$ cat src/rtl/fpm_ctrl_pkg.sv
// Shared state encoding and default sizing for the FP-multiplier test-loop controller.
package fpm_ctrl_pkg;

  typedef enum logic [1:0] {
    IDLE,
    ISSUE,
    DRAIN,
    FINISH
  } state_t;

  localparam int DEF_N_OPS   = 32;
  localparam int DEF_LAT     = 4;
  localparam int DEF_TIMEOUT = 8;

endpackage

$ cat src/rtl/fpm_lat_tracker.sv
// Valid-bit shift register mirroring the read + multiplier pipeline; the tail marks a result ready to write back.
module fpm_lat_tracker #(
  parameter int LAT = 4,
  parameter int OW  = $clog2(LAT + 1)
) (
  input  logic          clk,
  input  logic          reset,
  input  logic          valid_in,
  output logic          tail,
  output logic [OW-1:0] occupancy
);

  logic [LAT-1:0] sr;

  // NOTE: non-blocking assignments let every stage sample the previous stage's old value in the same edge.
  always_ff @(posedge clk or posedge reset) begin
    if (reset) begin
      sr <= '0;
    end else begin
      sr[0] <= valid_in;
      for (int i = 1; i < LAT; i++) sr[i] <= sr[i-1];
    end
  end

  assign tail = sr[LAT-1];

  always_comb begin
    occupancy = '0;
    for (int i = 0; i < LAT; i++) occupancy = occupancy + OW'(sr[i]);
  end

endmodule

$ cat src/rtl/fpm_op_sequencer.sv
// Issues N_OPS operand reads, tracks them through the multiplier pipeline and writes results back,
// then waits (bounded) for the memory stack to confirm completion.
module fpm_op_sequencer
  import fpm_ctrl_pkg::*;
#(
  parameter int N_OPS   = DEF_N_OPS,
  parameter int LAT     = DEF_LAT,
  parameter int TIMEOUT = DEF_TIMEOUT,
  parameter int CW      = $clog2(N_OPS + 1)
) (
  input  logic          clk,
  input  logic          reset,
  input  logic          go,
  input  logic          pause,
  input  logic          mem_done,
  output logic          start,
  output logic          we,
  output logic          we_ov,
  output logic          busy,
  output logic          done,
  output logic          err,
  output logic [CW-1:0] issued,
  output logic [CW-1:0] retired
);

  localparam int TW = $clog2(TIMEOUT + 1);
  localparam int OW = $clog2(LAT + 1);

  state_t        state;
  logic [TW-1:0] tmo_cnt;
  logic [OW-1:0] occupancy;

  fpm_lat_tracker #(.LAT(LAT), .OW(OW)) u_tracker (
    .clk       (clk),
    .reset     (reset),
    .valid_in  (start),
    .tail      (we),
    .occupancy (occupancy)
  );

  assign we_ov = we;

  always_ff @(posedge clk or posedge reset) begin
    if (reset) begin
      state   <= IDLE;
      start   <= 1'b0;
      busy    <= 1'b0;
      done    <= 1'b0;
      err     <= 1'b0;
      issued  <= '0;
      retired <= '0;
      tmo_cnt <= '0;
    end else begin
      if (we) retired <= retired + CW'(1);
      case (state)
        IDLE: begin
          if (go) begin
            state   <= ISSUE;
            start   <= !pause;
            busy    <= 1'b1;
            done    <= 1'b0;
            err     <= 1'b0;
            issued  <= '0;
            retired <= '0;
          end
        end
        ISSUE: begin
          if (start) issued <= issued + CW'(1);
          if (start && issued == CW'(N_OPS - 1)) begin
            state <= DRAIN;
            start <= 1'b0;
          end else begin
            start <= !pause;
          end
        end
        DRAIN: begin
          // The last retirement can only occur here because LAT >= 1.
          if (we && retired == CW'(N_OPS - 1)) begin
            state   <= FINISH;
            tmo_cnt <= '0;
          end
        end
        FINISH: begin
          if (mem_done) begin
            state <= IDLE;
            busy  <= 1'b0;
            done  <= 1'b1;
          end else if (tmo_cnt == TW'(TIMEOUT - 1)) begin
            state <= IDLE;
            busy  <= 1'b0;
            done  <= 1'b1;
            err   <= 1'b1;
          end else begin
            tmo_cnt <= tmo_cnt + TW'(1);
          end
        end
        default: state <= IDLE;
      endcase
    end
  end

  // Every issued pair is either still in the pipeline or already written back.
  always_ff @(posedge clk) begin
    if (!reset) assert (int'(retired) + int'(occupancy) == int'(issued));
  end

endmodule

$ cat config.mk
export PLATFORM = sky130hd
export DESIGN_NAME = fpm_op_sequencer
export DESIGN_NICKNAME = d
export VERILOG_FILES = /design/src/rtl/fpm_ctrl_pkg.sv /design/src/rtl/fpm_lat_tracker.sv /design/src/rtl/fpm_op_sequencer.sv
export SDC_FILE = /design/constraint.sdc
export NUM_CORES = 1
export LEC_CHECK = 0
export BUFFER_PORTS_ARGS = -buffer_cell sky130_fd_sc_hd__buf_2
export CORE_ASPECT_RATIO = 2
export CORE_UTILIZATION = 40
export CTS_CLUSTER_SIZE = 30
export DETAILED_ROUTE_END_ITERATION = 7
export PLACE_DENSITY_LB_ADDON = 0.2
export RECOVER_POWER = 50
export SLEW_MARGIN = 25
export SYNTH_ARGS = -nofsm -noshare
export SYNTH_HDL_FRONTEND = slang
export SYNTH_SLANG_ARGS = --single-unit
$ cat constraint.sdc
create_clock -name clk -period 4.2 [get_ports clk]
set_input_delay 0.21 -clock clk [delete_from_list [all_inputs] [get_ports clk]]
set_output_delay 0.21 -clock clk [all_outputs]
set_load 0.02 [all_outputs]
* Yosys cells after proc, flatten, opt, wreduce, memory -nomap -nowiden
Cells that the tools add are included.
** Storage, ports and cells
- Register bits :: 26
- Output and inout port bits :: 18
- Logic and storage cells :: 68
** Cells by class
- Add/sub/neg operators :: 3
- Equal/unequal tests :: 14
- Mux-type cells :: 29
- Reduce and logical (&&, ||, !) cells :: 13
** Operator list (number)
- $mux W6 :: 5
- $ne A2 B2 Y1 const B :: 7
- $add A6 B1 Y6 const B :: 2
- $eq A6 B5 Y1 const B :: 2
- $mux W4 :: 3
- $pmux W6 S2 :: 1
- $reduce_and A4 Y1 :: 3
- $mux W2 :: 5
- $mux W1 :: 9
- $pmux W1 S2 :: 4
- $pmux W2 S4 :: 1
- $pmux W4 S2 :: 1
- $reduce_and A3 Y1 :: 2
- $reduce_bool A2 Y1 :: 3
- $add A4 B1 Y4 const B :: 1
- $eq A2 B2 Y1 const B :: 2
- $eq A4 B3 Y1 const B :: 1
- $ne A3 B3 Y1 const B :: 1
- $eq A2 B1 Y1 const B :: 1
- $logic_and A1 B1 Y1 :: 2
- $logic_not A2 Y1 :: 1
- $reduce_and A2 Y1 :: 1
- $logic_not A1 Y1 :: 1

* Logic depth before layout (Yosys ltp)
- Depth after elaboration :: 4
- Gate-level depth with buffers :: 6
- Depth with buffers taken out :: 6

* Modules after synthesis
A second synthesis with hierarchy kept.
** Unflattened totals
- Cells, all modules :: 137
- Area total of the unflattened synthesis :: 1436.4 µm²
** Modules (own cells, without submodules)
- fpm_op_sequencer :: instances 1, cells each 124, area each 1268.7 µm², sequential area each 550.5 µm²
- fpm_lat_tracker :: instances 1, cells each 13, area each 167.7 µm², sequential area each 100.1 µm²

* Worst setup path before layout
No wires, ideal clock.
- Path kind :: reg2reg
- Start :: register retired[0]
- End :: register tmo_cnt[0]
- Library setup time :: 0.128 ns
- Data arrival time :: 1.459 ns
- Required time :: 4.072 ns
- Slack :: 2.613 ns
- Stages on the path, launching flop included :: 6
- Path buffers :: 0
- Clock period less this slack :: 1.587 ns
- Cell sequence :: dfrtp_1 -> ha_1 -> nand3_1 -> o21ai_1 -> nand2_1 -> mux2_1
** Between the ends
- Word-level cells in the longest chain between the ends :: 4
** Ends and longest elaborated chain
- start, declared :: line fpm_op_sequencer.sv:23 : output logic [CW-1:0] retired
- start signal, assigned :: line fpm_op_sequencer.sv:54 : if (we) retired <= retired + CW'(1);
- $eq A6 B5 Y1 :: line fpm_op_sequencer.sv:78 : if (we && retired == CW'(N_OPS - 1)) begin
- $logic_and A1 B1 Y1 :: line fpm_op_sequencer.sv:78
- $ne A2 B2 Y1 (no source line)
- $reduce_and A4 Y1 (no source line)
- end signal, assigned :: line fpm_op_sequencer.sv:94 : tmo_cnt <= tmo_cnt + TW'(1);
- end, declared :: line fpm_op_sequencer.sv:30 : logic [TW-1:0] tmo_cnt;
No other way between the ends.
A chain may end at the register's enable or synchronous reset.

* Worst setup path in the final report
- Start :: register state[0]
- End :: register state[1]
** Between the ends
- Word-level cells in the longest chain between the ends :: 3
- Elaborated cells between the ends (all ways) :: 10
- Those cells by class :: eq/ne (7); mux (1); reduce/logical (2)
** Ends and longest elaborated chain
- start, declared :: line fpm_op_sequencer.sv:29 : state_t state;
- start signal, assigned :: line fpm_op_sequencer.sv:45 : state <= IDLE;
- start signal, assigned :: line fpm_op_sequencer.sv:58 : state <= ISSUE;
- start signal, assigned :: line fpm_op_sequencer.sv:70 : state <= DRAIN;
- $eq A2 B2 Y1, or another cell as far along :: line fpm_op_sequencer.sv:55 : case (state)
- $ne A3 B3 Y1 (no source line) or $ne A2 B2 Y1 (tied branches)
- $reduce_and A4 Y1 (no source line)
Parallel ways exist; a longest one is shown, timed or not.

==> metrics.md <==
| Metric | Value |
|---|---|
| Routed len/inst | 15.4 um |
| Critical-path top delay cell | dfrtp_1 |
| Die area | 3580 um^2 |
| Synth Instances | 129 |
| P&R area growth vs syn | 14.3% |
| CP Capture Type | register |
| Clk buf depth | 2 |
| Layout cells sized above 1 | 0.172 |
| CTS Root Cell | clkbuf_8 |
| Unrepaired setup endpoints after global routing | false |
| Boundary pin count | 23 |
| Final Setup Violations | 0 |
| Mapped Avg Cell Area | 10.3 um^2 |
| CTS tree | yes |
| DRT antenna net count | 0 |
| Vias | 1027 |
| Fin nets | 164 |
| Synth cell types | 39 |
| CP max stage delay | 400 ps |
| Reg2reg path depth | 6 |
| Period Utilization, post-route | 0.422 |
| Util after Layout | 0.482 |
| Power density over the cells | 761 nW/um^2 |
| Hpwl dp | 2.23 mm |
| R2r startpoint | state[0]$_DFFE_PP0P_ |
| Cts repair resizes | 0 |
| Die W | 42.8 um |
| GRT Residual Overflow | 0 |
| Largest net degree at the start of global routing | 27 |
| Sum Neg Setup Slack | 0 ps |
| CP Cell Sequence | inv_1 -> ha_1 -> nor2b_1 -> a31oi_2 -> nand3_2 -> mux2_1 |
| Post-Route WL | 2.81 mm |
| Reg-to-reg slack, setup | 2430 ps |
| Most frequent cells after synthesis | dfrtp_1 (26), nor2_1 (13), inv_1 (10), nand2_1 (10), ha_1 (7) |
| Site Rows | 29 |
| Area share of the largest cell type after synthesis | 0.489 |
| Initial antenna violation count | 0 |
| Vias per inst | 5.64 |
| Asr flop ratio synth | 1.00 |
| Worst-Skew Late Latency | 270 ps |
| Hold depth | 2 |
| Core outline area | 3160 um^2 |
| First-pass GRT wire length | 4.76 mm |
| Hold crit path type | in2reg |
| Tmin final | 1770 ps |
| Worst-margin pin slew | 1010 ps |
| Top-count cell post-synth | dfrtp_1 |
| Power Total | 0.00116 W |
| Final-report max-slew violation count | 0 |
| Critical Path RT | 4360 ps |
| Drt pass-1 iters | 4 |
| Leak Pwr | 0.748 nW |
| Startpoint types | register |
| Rel. slew slack | 0.329 |
| WS Path Type | reg2reg |
| Worst IR drop on VDD | 0.449 mV |
| Clock-pin slew on the worst setup and hold paths | 100 ps |
| Design area | 1520 um^2 |
| Worst-path fanout max | 6 |
| 1st-iter DRT viols | 17 |
| TritonCTS Sinks | 26 |
| DP Area | 1460 um^2 |
| Register area share after synthesis | 0.489 |
| RD Place Congestion | 0.730 |
| Post-Route Skew | 11.1 ps |
| Worst r2r dst | state[1]$_DFFE_PP0P_ |
| Yosys top cell by area | dfrtp_1 |
| Syn nets | 141 |
| Arr. time, crit path | 1930 ps |
| Post-route DRC violation count | 0 |
| Antenna cell count | 0 |
| Yosys warnings | 0 |
| PortBufs | 22 |
| Initial Util | 0.422 |
| H-Tree Depth | 1 |
| DIE HEIGHT | 83.6 um |
| Max-cap violations | 0 |
| Final worst-path setup slack | 2430 ps |
| FMAX | 564 MHz |
| Synthesis-stage register bit count | 26 |
| Post-synthesis cell area | 1330 um^2 |
| CTS Hold Buffers Added | 0 |
| Min-Delay Startpoint | pause |
| Status | finished clean |
| Place WS | 2440 ps |
| Vias in the first global route | 1077 |
| Setup bufs post-CTS | 0 |
| Final hold vios | 0 |
| CTS buffer count | 3 |
| Hold Path End | start$_DFFE_PP0P_ |
| Overall routing resource usage | 0.172 |
| Number of enable flip-flop cells after synthesis | 0 |
| Top FF cell, synth | dfrtp_1 |
| Top post-synthesis cells by area | dfrtp_1 (49%), ha_1 (6.6%), nor2_1 (3.7%), xor2_1 (3.3%), inv_1 (2.8%) |
state kept, by name, summed over array words and instances, names as in the netlist:
register	cells
done	1
state	2
issued	6
retired	6
err	1
u_tracker.sr	4
start	1
tmo_cnt	4
busy	1
stage by stage:
step	cells	hold slack, ps
4_1_cts	182	132
5_1_grt	182	138
6_report	182	137
3_3_place_gp	178	333
2_1_floorplan	129	250
3_5_place_dp	178	338
critical path: cells and delay by family (launching register included):
kind / cells / cell delay (ps)
and+or+nand+nor: 2 / 310
adders and majority gates: 1 / 270
DFF: 1 / 400
muxes: 1 / 320
buffers and inverters: 1 / 90
AOI/OAI and AO/OA: 1 / 260
cells by family after synthesis:
| group | after synthesis | share of synthesized area |
|---|---|---|
| AO/OA/AOI/OAI | 21 | 0.111 |
| buffers and inverters | 14 | 0.0460 |
| flip-flops | 26 | 0.489 |
| adder cells (fa/ha/maj) | 7 | 0.0658 |
| XOR/XNOR | 7 | 0.0461 |
| multiplexers | 5 | 0.0432 |
| AND/OR/NAND/NOR | 49 | 0.199 |
final cells by class:
| cell class | instances | area, um^2 |
|---|---|---|
| sequential | 26 | 651 |
| fill | 308 | 1640 |
| clock buffer | 3 | 41.3 |
| inverter | 10 | 37.5 |
| multi-input combinational | 89 | 619 |
| tap | 31 | 38.8 |
| timing repair buffer | 22 | 104 |
| clock inverter | 1 | 30.0 |
how the worst max path moves through the flow:
stage                                     from                      to  slack [ps]  cells after the start
after floorplan           retired[0]$_DFF_PP0_  tmo_cnt[0]$_DFFE_PP0P_        2610                      5
after global placement    state[0]$_DFFE_PP0P_    state[1]$_DFFE_PP0P_        2490                      6
after detailed placement  state[0]$_DFFE_PP0P_    state[1]$_DFFE_PP0P_        2440                      6
after CTS                 state[0]$_DFFE_PP0P_    state[1]$_DFFE_PP0P_        2420                      6
after global routing      state[1]$_DFFE_PP0P_  tmo_cnt[0]$_DFFE_PP0P_        2340                      5
final                     state[0]$_DFFE_PP0P_    state[1]$_DFFE_PP0P_        2430                      6
per-layer routing:
layer	up-vias	track usage	wire length, um
met1	503	0.185	1050
met3	7	0.0238	69
met2	25	0.314	1620
li1	492	-	-
met4	0	0.0739	65
met5	-	0	0
cell usage in the layout (no fill, tap or decap), types with 3 or more instances in the layout:
cell type and count:
o21ai_0 3, nand2_1 10, clkbuf_1 5, dfrtp_1 26, nand4_1 5, nand2b_1 3, a21oi_1 4, ha_1 7
xor2_1 5, nor2_1 13, clkbuf_8 3, inv_1 10, buf_2 17
power breakdown:
group / internal [W] / switching (W) / total (W)
sequential: 0.000347 / 0.0000939 / 0.000440
clock: 0.000127 / 0.0000792 / 0.000207
combinational: 0.000193 / 0.000319 / 0.000511
total: 0.000667 / 0.000492 / 0.00116
No activity file was read; power rests on OpenSTA's default activity.
